[src/rtl/reg_file_dbg_access_if.sv]
// Debug host command/response channel of reg_file_dbg_access.
// Valid/ready: a transfer happens on a posedge where valid && ready; the sender holds valid and payload stable until then.
interface reg_file_dbg_access_if #(
   parameter int DATA_WIDTH = 32,
   parameter int ADDR_WIDTH = 5
);
   logic                  cmd_valid;
   logic                  cmd_ready;
   logic [1:0]            cmd_op;
   logic [ADDR_WIDTH-1:0] cmd_addr;
   logic [DATA_WIDTH-1:0] cmd_data;
   logic                  rsp_valid;
   logic                  rsp_ready;
   logic [DATA_WIDTH-1:0] rsp_data;
   logic                  rsp_err;

   modport master (
      output cmd_valid, cmd_op, cmd_addr, cmd_data, rsp_ready,
      input  cmd_ready, rsp_valid, rsp_data, rsp_err
   );

   modport slave (
      input  cmd_valid, cmd_op, cmd_addr, cmd_data, rsp_ready,
      output cmd_ready, rsp_valid, rsp_data, rsp_err
   );
endinterface

[src/rtl/reg_file_dbg_access.sv]
// Debug-side initiator for the register file: host read/write/clear-all commands while the core is halted.
// Optional macro REG_FILE_DBG_READBACK_EN adds a VERIFY read-back after every write to x1..x(NUM_REGS-1).
module reg_file_dbg_access #(
   parameter int DATA_WIDTH = 32,
   parameter int ADDR_WIDTH = 5,
   parameter int NUM_REGS   = 32
) (
   input  logic                  clk,
   input  logic                  reset,
   input  logic                  halted,
   reg_file_dbg_access_if.slave  dbg,
   output logic                  busy,
   output logic [2:0]            dbg_state,
   input  logic                  core_wr_en,
   input  logic [ADDR_WIDTH-1:0] core_wr_reg,
   input  logic [DATA_WIDTH-1:0] core_wr_data,
   input  logic [ADDR_WIDTH-1:0] core_rd_reg_2,
   output logic                  rf_wr_en,
   output logic [ADDR_WIDTH-1:0] rf_wr_reg,
   output logic [DATA_WIDTH-1:0] rf_wr_data,
   output logic [ADDR_WIDTH-1:0] rf_rd_reg_2,
   input  logic [DATA_WIDTH-1:0] rf_rd_data_2
);
   typedef enum logic [2:0] {
      IDLE  = 3'd0,
      READ  = 3'd1,
      WRITE = 3'd2,
      CLEAR = 3'd3,
      RESP  = 3'd4
`ifdef REG_FILE_DBG_READBACK_EN
      , VERIFY = 3'd5
`endif
   } state_t;

   localparam logic [ADDR_WIDTH-1:0] LAST_REG    = ADDR_WIDTH'(NUM_REGS - 1);
   localparam logic [DATA_WIDTH-1:0] CLEAR_COUNT = DATA_WIDTH'(NUM_REGS - 1);

   state_t                state;
   state_t                state_next;
   logic [ADDR_WIDTH-1:0] addr_q;
   logic [DATA_WIDTH-1:0] data_q;
   logic [ADDR_WIDTH-1:0] clear_cnt;
   logic [DATA_WIDTH-1:0] rsp_data_q;
   logic                  rsp_err_q;
   logic                  accept;

   assign dbg.cmd_ready = (state == IDLE) && halted;
   assign accept        = dbg.cmd_valid && dbg.cmd_ready;
   assign dbg.rsp_valid = (state == RESP);
   assign dbg.rsp_data  = rsp_data_q;
   assign dbg.rsp_err   = rsp_err_q;
   assign dbg_state     = state;

   always_ff @(posedge clk) begin
      if (reset) state <= IDLE;
      else       state <= state_next;
   end

   always_comb begin
      state_next = state;
      case (state)
         IDLE: begin
            if (accept) begin
               case (dbg.cmd_op)
                  2'b00:   state_next = READ;
                  2'b01:   state_next = WRITE;
                  2'b10:   state_next = CLEAR;
                  default: state_next = RESP;
               endcase
            end
         end
         READ: state_next = RESP;
`ifdef REG_FILE_DBG_READBACK_EN
         WRITE:  state_next = (addr_q != '0) ? VERIFY : RESP;
         VERIFY: state_next = RESP;
`else
         WRITE: state_next = RESP;
`endif
         CLEAR: if (clear_cnt == LAST_REG) state_next = RESP;
         RESP:  if (dbg.rsp_ready) state_next = IDLE;
         default: state_next = IDLE;
      endcase
   end

   always_comb begin
      busy = (state == READ) || (state == WRITE) || (state == CLEAR)
`ifdef REG_FILE_DBG_READBACK_EN
             || (state == VERIFY)
`endif
             ;
   end

   // Core ports pass straight through unless a debug operation owns the register file.
   always_comb begin
      rf_wr_en    = core_wr_en;
      rf_wr_reg   = core_wr_reg;
      rf_wr_data  = core_wr_data;
      rf_rd_reg_2 = core_rd_reg_2;
      if (busy) begin
         rf_wr_en    = 1'b0;
         rf_wr_reg   = addr_q;
         rf_wr_data  = data_q;
         rf_rd_reg_2 = addr_q;
         if (state == WRITE) begin
            rf_wr_en = (addr_q != '0);
         end else if (state == CLEAR) begin
            rf_wr_en   = 1'b1;
            rf_wr_reg  = clear_cnt;
            rf_wr_data = '0;
         end
      end
   end

   always_ff @(posedge clk) begin
      if (reset) begin
         addr_q     <= '0;
         data_q     <= '0;
         clear_cnt  <= '0;
         rsp_data_q <= '0;
         rsp_err_q  <= 1'b0;
      end else begin
         case (state)
            IDLE: begin
               if (accept) begin
                  addr_q    <= dbg.cmd_addr;
                  data_q    <= dbg.cmd_data;
                  clear_cnt <= ADDR_WIDTH'(1);
                  if (dbg.cmd_op == 2'b11) begin
                     rsp_data_q <= '0;
                     rsp_err_q  <= 1'b1;
                  end
               end
            end
            READ: begin
               rsp_data_q <= rf_rd_data_2;
               rsp_err_q  <= 1'b0;
            end
            WRITE: begin
               rsp_data_q <= data_q;
               rsp_err_q  <= (addr_q == '0);
            end
`ifdef REG_FILE_DBG_READBACK_EN
            VERIFY: begin
               rsp_data_q <= rf_rd_data_2;
               rsp_err_q  <= (rf_rd_data_2 != data_q);
            end
`endif
            CLEAR: begin
               clear_cnt <= clear_cnt + 1'b1;
               if (clear_cnt == LAST_REG) begin
                  rsp_data_q <= CLEAR_COUNT;
                  rsp_err_q  <= 1'b0;
               end
            end
            default: ;
         endcase
      end
   end
endmodule

[src/flat_wrapper.sv]
// flat-port wrapper written by rule: the top's interface ports become plain ports
module reg_file_dbg_access_flat 
#(
   parameter int DATA_WIDTH = 32,
   parameter int ADDR_WIDTH = 5,
   parameter int NUM_REGS   = 32
)
  (clk, reset, halted, busy, dbg_state, core_wr_en, core_wr_reg, core_wr_data, core_rd_reg_2, rf_wr_en, rf_wr_reg, rf_wr_data, rf_rd_reg_2, rf_rd_data_2, dbg_cmd_valid, dbg_cmd_op, dbg_cmd_addr, dbg_cmd_data, dbg_rsp_ready, dbg_cmd_ready, dbg_rsp_valid, dbg_rsp_data, dbg_rsp_err);
  reg_file_dbg_access_if #(.DATA_WIDTH(DATA_WIDTH), .ADDR_WIDTH(ADDR_WIDTH)) dbg_i ();
  input  logic clk;
  input  logic reset;
  input  logic halted;
  output logic busy;
  output logic [2:0] dbg_state;
  input  logic core_wr_en;
  input  logic [ADDR_WIDTH-1:0] core_wr_reg;
  input  logic [DATA_WIDTH-1:0] core_wr_data;
  input  logic [ADDR_WIDTH-1:0] core_rd_reg_2;
  output logic rf_wr_en;
  output logic [ADDR_WIDTH-1:0] rf_wr_reg;
  output logic [DATA_WIDTH-1:0] rf_wr_data;
  output logic [ADDR_WIDTH-1:0] rf_rd_reg_2;
  input  logic [DATA_WIDTH-1:0] rf_rd_data_2;
  input wire logic [$bits(dbg_i.cmd_valid)-1:0] dbg_cmd_valid;
  input wire logic [$bits(dbg_i.cmd_op)-1:0] dbg_cmd_op;
  input wire logic [$bits(dbg_i.cmd_addr)-1:0] dbg_cmd_addr;
  input wire logic [$bits(dbg_i.cmd_data)-1:0] dbg_cmd_data;
  input wire logic [$bits(dbg_i.rsp_ready)-1:0] dbg_rsp_ready;
  output wire logic [$bits(dbg_i.cmd_ready)-1:0] dbg_cmd_ready;
  output wire logic [$bits(dbg_i.rsp_valid)-1:0] dbg_rsp_valid;
  output wire logic [$bits(dbg_i.rsp_data)-1:0] dbg_rsp_data;
  output wire logic [$bits(dbg_i.rsp_err)-1:0] dbg_rsp_err;
  assign dbg_i.cmd_valid = dbg_cmd_valid;
  assign dbg_i.cmd_op = dbg_cmd_op;
  assign dbg_i.cmd_addr = dbg_cmd_addr;
  assign dbg_i.cmd_data = dbg_cmd_data;
  assign dbg_i.rsp_ready = dbg_rsp_ready;
  assign dbg_cmd_ready = dbg_i.cmd_ready;
  assign dbg_rsp_valid = dbg_i.rsp_valid;
  assign dbg_rsp_data = dbg_i.rsp_data;
  assign dbg_rsp_err = dbg_i.rsp_err;
  reg_file_dbg_access #(.DATA_WIDTH(DATA_WIDTH), .ADDR_WIDTH(ADDR_WIDTH), .NUM_REGS(NUM_REGS)) u_core (.clk(clk), .reset(reset), .halted(halted), .dbg(dbg_i), .busy(busy), .dbg_state(dbg_state), .core_wr_en(core_wr_en), .core_wr_reg(core_wr_reg), .core_wr_data(core_wr_data), .core_rd_reg_2(core_rd_reg_2), .rf_wr_en(rf_wr_en), .rf_wr_reg(rf_wr_reg), .rf_wr_data(rf_wr_data), .rf_rd_reg_2(rf_rd_reg_2), .rf_rd_data_2(rf_rd_data_2));
endmodule
[config.mk]
export PLATFORM = sky130hd
export DESIGN_NAME = reg_file_dbg_access_flat
export DESIGN_NICKNAME = d
export VERILOG_FILES = /design/src/rtl/reg_file_dbg_access_if.sv /design/src/rtl/reg_file_dbg_access.sv /design/src/flat_wrapper.sv
export SDC_FILE = /design/constraint.sdc
export NUM_CORES = 1
export LEC_CHECK = 0
export BUFFER_PORTS_ARGS = -buffer_cell sky130_fd_sc_hd__buf_2
export CORE_UTILIZATION = 45
export DETAILED_ROUTE_END_ITERATION = 16
export PLACE_DENSITY = 0.82
export SYNTH_ARGS = -nofsm -noshare
export SYNTH_HDL_FRONTEND = slang
export SYNTH_SLANG_ARGS = --single-unit
[constraint.sdc]
create_clock -name clk -period 3.6 [get_ports clk]
set_input_delay 0.72 -clock clk [delete_from_list [all_inputs] [get_ports clk]]
set_output_delay 0.72 -clock clk [all_outputs]
set_load 0.05 [all_outputs]
-- Word level (Yosys, flattened, before mapping)
Index checks and enable logic that the tools add are counted.
- bits in registers: 78
- latch bits: 0
- memory bits (writable): 0
- memory bits (read-only): 0
- input port bits: 119
- logic and storage cells: 59
- memories: 0
- $add $sub $neg: 1
- multipliers: 0
- divide/modulo/power cells: 0
- $lt $le $gt $ge: 0
- equality and inequality tests: 12
- shifts and indexed selects: 0
- mux-type cells: 25
- bitwise logic cells: 0
- reductions and logical operators: 15
- operator list (cell ; count):
    2-to-1 mux 32 bit ; 6
    one-hot mux 32 bit (4 select lines) ; 1
    2-to-1 mux 5 bit ; 5
    one-hot mux 3 bit (4 select lines) ; 1
    one-hot mux 5 bit (2 select lines) ; 1
    2-to-1 mux 3 bit ; 3
    one-hot mux 3 bit (3 select lines) ; 1
    equality test 3 x 2 -> 1 bit (second input constant) ; 2
    2-to-1 mux 1 bit ; 6
    != test 2 bit (second input constant) ; 3
    adder 5 x 1 -> 5 bit (second input constant) ; 1
    equality test 5 bit (second input constant) ; 1
    logical NOT 5 bit ; 1
    nonzero test 5 bit ; 1
    equality test 2 bit (second input constant) ; 2
    one-hot mux 1 bit (4 select lines) ; 1
    AND reduction 2 bit ; 2
    AND reduction 4 bit ; 1
    nonzero test 4 bit ; 1
    equality test 3 x 1 -> 1 bit (second input constant) ; 1
    equality test 3 bit (second input constant) ; 1
    logical NOT 3 bit ; 1
    AND reduction 3 bit ; 1
    equality test 2 x 1 -> 1 bit (second input constant) ; 1
    6 further kinds ; 8

-- Logic depth before layout (Yosys ltp)
- word-level depth: 5
- depth in mapped cells: 7

-- Least setup slack after synthesis
OpenSTA, ideal clock, no wires.
- kind: register to output
- start point: register u_core.state[0], in the netlist u_core.dbg_state[0]
- end point: output port rf_wr_reg[0]
- arrival: 2524 ps
- slack: 356 ps
- stages on the path, launching flop included: 6
- path buffers: 3
- cells stage by stage: dfxtp_1 -> buf_2 -> o21bai_2 -> buf_2 -> buf_2 -> o21ai_0
- longest elaborated chain between the ends: 4
- elaborated cells on any way between the ends: 8
- classes of those cells: eq/ne (3); mux (3); reduce/logical (2)
- ends and longest elaborated chain (element ; line ; text):
    start: declaration ; reg_file_dbg_access.sv:38 ; state_t state;
    start signal: assignment ; reg_file_dbg_access.sv:56 ; else state <= state_next;
    equality test 3 x 2 -> 1 bit, or another cell as far along ; reg_file_dbg_access.sv:86, reg_file_dbg_access.sv:106 ;
    2-to-1 mux 5 bit / logical OR 1 bit (equally long branches) ; reg_file_dbg_access.sv:106, reg_file_dbg_access.sv:86 ;
    2-to-1 mux 5 bit / logical OR 1 bit (equally long branches) ; reg_file_dbg_access.sv:104, reg_file_dbg_access.sv:86 ;
    2-to-1 mux 5 bit (*) ; reg_file_dbg_access.sv:99 ; if (busy) begin
    end: declaration ; flat_wrapper.sv:20 ; output logic [ADDR_WIDTH-1:0] rf_wr_reg;
Mark *: on every way between the ends. The rest lies on a longest branch, timed or not.

-- Worst setup path in the final report
- start point: register u_core.state[0], in the netlist u_core.dbg_state[0]
- end point: output port rf_wr_data[1]
- longest elaborated chain between the ends: 4
- elaborated cells on any way between the ends: 8
- classes of those cells: eq/ne (3); mux (3); reduce/logical (2)
- ends and longest elaborated chain (element ; line ; text):
    equality test 3 x 2 -> 1 bit, or another cell as far along ; reg_file_dbg_access.sv:86, reg_file_dbg_access.sv:106 ;
    2-to-1 mux 32 bit / logical OR 1 bit (equally long branches) ; reg_file_dbg_access.sv:106, reg_file_dbg_access.sv:86 ;
    2-to-1 mux 32 bit / logical OR 1 bit (equally long branches) ; reg_file_dbg_access.sv:104, reg_file_dbg_access.sv:86 ;
    2-to-1 mux 32 bit (*) ; reg_file_dbg_access.sv:99 ;
    end: declaration ; flat_wrapper.sv:21 ; output logic [DATA_WIDTH-1:0] rf_wr_data;
Marked as above.

==> results.yml <==
run_status:
  status: "finished clean"
logic_synthesis:
  syn_area_um2: 3870
  synth_cell_types: 40
  yosys_warnings: 0
  netlist_instances: 459
  ys_seq_area_share_pct: 40.3
  synth_compound_gate_area_share_pct: 34.9
  synth-adder-area-share_pct: 1.94
  syn_avg_cell_area_um2: 8.43
  synth_top_family_by_area: "compound AO/OA/AOI/OAI gates"
  synth_nets: 584
  yosys_most_used_dff: "dfxtp_1"
  ys_async_sr_fraction_pct: 0
  synth_edf_count: 0
  yosys.area_share.xor_xnor_pct: 0
  synth_seq_cells: 78
  synthSimpleGateAreaFrac_pct: 11.4
  synth_mux_area_share_pct: 2.49
layout:
  n_antenna_cell: 0
  utilization_pct: 62.1
  drive_above_1_share_pct: 37.6
  syn2layout_area_growth_pct: 32.4
  layout.nets: 753
  fill_cells: 756
floorplanning:
  fp.dieH_um: 94.8
  core_um2: 8260
  io_pins: 201
  die_x_um: 94.8
  num_rows: 33
  dieArea_um2: 8980
  start_util_pct: 46.9
clock_network:
  ctsHoldBuffers: 0
  cts_root_buf: "clkbuf_8"
  numCtsBuffers: 9
  cts.htree.levels: 3
  numClockSinks: 78
  clk_pin_slew_worst_paths_ns: 0.07
  cts_resized: 0
  cts_setup_buffers: 0
  tritoncts: "built"
  clkLatencyLatePin_ns: 0.35
  clockBufferDepth: 2
critical_path:
  path_class: "flop to primary output"
  crit_chain: "o21bai_4 -> nor2_2 -> buf_4 -> a22o_1 -> buf_2"
  critPathMaxFanout: 29
  cp_slowest_cell: "dfxtp_1"
  slowest_delay_ns: 0.89
  cp.arrival_ns: 2.48
  endpoint_kind: "primary output"
  reg2reg_setup_slack_ns: 1.09
  start_kind: "flop"
  crit_required_ns: 2.88
drt:
  ant_nets: 0
  vias: 4301
  drt_iter0_drc: 169
  drc_errors: 0
  viasPerCell: 5.83
  dr.pass1.iters: 5
  wl_per_cell_um: 16.8
  wirelength_um: 12400
global_route:
  grt_usage_pct: 26.9
  grt_pass1_wl_um: 18800
  grt_overflow_total: 0
  antenna_found_initial: 0
  first_global_vias: 3935
  grt_max_degree: 50
pwr:
  irDropWorstVdd_mv: 0.217
  power_density_nw_per_um2: 437
  power_leakage_nw: 2.21
  power_mw: 2.24
place:
  gp_congestion: 0.797
  port_buffers: 200
  hpwlAfterDp_um: 8680
timing:
  setup_viol: 0
  hold_viol_final: 0
  period_share_pct: 89.0
  slew_headroom_pct: 42.4
  period_minus_slack_ns: 3.20
  timing.hold.ws_ns: 0.479
  worstMarginPinSlew_ns: 0.862
  slew_viol_final: 0
  rsz0062_at_grt: "false"
  finClkSkew_ns: 0.0149
  max_freq_ghz: 0.312
  tns_ns: 0
flow_run:
  max_cap_violations: 0
min_path:
  hold_class: "flop to flop"
## critical path, delay by kind of cell, from the launching register on
family	cells	cell delay, ns
AOI/OAI and AO/OA	2	0.53
buffers and inverters	2	0.51
and+or+nand+nor	1	0.21
DFF	1	0.89
## per-stage QoR
| stage | cells | setup slack, ns | cell area (um^2) |
|---|---|---|---|
| CTS | 738 | 0.394 | 5130 |
| finish | 738 | 0.395 | 5130 |
| global route | 738 | 0.214 | 5130 |
| floorplan | 459 | 0.356 | 3870 |
| global placement | 722 | 0.860 | 4880 |
| detailed placement | 722 | 0.759 | 4880 |
## cell usage after synthesis, types with 2 or more instances
cell type  number  share of area, %
dfxtp_1        78                40
clkbuf_1       29               2.8
nor2b_1         3              0.48
nand3_1        41               5.3
or4_1           2              0.39
nand2_1        11               1.1
a21oi_1        49               6.3
a22o_1         32               7.2
a22oi_1        28               5.4
o21ai_0        42               5.4
o32ai_1        32               7.2
and2_1          2              0.32
ha_1            6               1.9
buf_1           2              0.19
o211ai_1        3              0.58
inv_1          32               3.1
o21a_1          2              0.39
nand3b_1        3              0.58
nand2b_1        6              0.97
mux2i_1         4               1.0
nor2_1          8              0.78
mux2_2          5               1.5
and3b_1         2              0.45
buf_2          20               2.6
nor3_1          2              0.26
## cells by family after synthesis
| logic type | Yosys count |
|---|---|
| adder cells (fa/ha/maj) | 6 |
| multiplexers | 9 |
| flip-flops | 78 |
| AO/OA/AOI/OAI | 198 |
| AND/OR/NAND/NOR | 84 |
| buffers and inverters | 84 |
## path summary, 6_finish.rpt
| kind | startpoint | endpoint | cells after the start |
|---|---|---|---|
| worst max-delay path | u_core.dbg_state[0]$_SDFFE_PP0P_ | rf_wr_data[1] | 5 |
| worst min register to register | u_core.dbg.rsp_data[12]$_SDFFE_PP0P_ | u_core.dbg.rsp_data[12]$_SDFFE_PP0P_ | 2 |
| worst max register to register | u_core.dbg_state[0]$_SDFFE_PP0P_ | u_core.dbg.rsp_data[4]$_SDFFE_PP0P_ | 4 |
| worst min-delay path | u_core.dbg.rsp_data[12]$_SDFFE_PP0P_ | u_core.dbg.rsp_data[12]$_SDFFE_PP0P_ | 2 |
## power by group
part | switching (mW) | internal (mW) | leakage, nW | total, mW
clock | 0.318 | 0.481 | 0.120 | 0.799
combinational | 0.356 | 0.159 | 1.46 | 0.516
sequential | 0.0310 | 0.893 | 0.633 | 0.925
total | 0.705 | 1.53 | 2.21 | 2.24
## sequential cells by signal (all words and copies together), names as in the netlist
signal	flops
u_core.data_q	32
u_core.dbg.rsp_data	32
u_core.addr_q	5
u_core.clear_cnt	5
u_core.dbg_state	3
u_core.dbg.rsp_err	1
## metal layers
layer  track usage [%]  wire [um]
met1              32.7       5000
met5                 0          0
met4              9.60        209
met3              5.48        931
met2              46.7       6240
## placed cells by master (no fill, tap or decap), types with 4 or more instances in the layout
master,instances
a22oi_1,28
inv_1,32
dfxtp_1,78
nor2_1,7
buf_2,200
ha_1,6
mux2_2,5
clkbuf_8,10
nand3_1,41
a21oi_1,49
a22o_1,32
nand2b_1,6
mux2i_1,4
o32ai_1,32
o21ai_0,42
buf_4,10
nand2_1,11
## cell type report
cell class                 instances  area [um^2]  share of cell area, %
clock buffer                      11          141                   2.76
clock inverter                     5          106                   2.07
inverter                          32          120                   2.34
multi-input combinational        297         1990                   38.8
sequential                        78         1560                   30.5
tap                              105          131                   2.56
timing repair buffer             210         1080                   21.0
(Power assumes the default switching activity.)
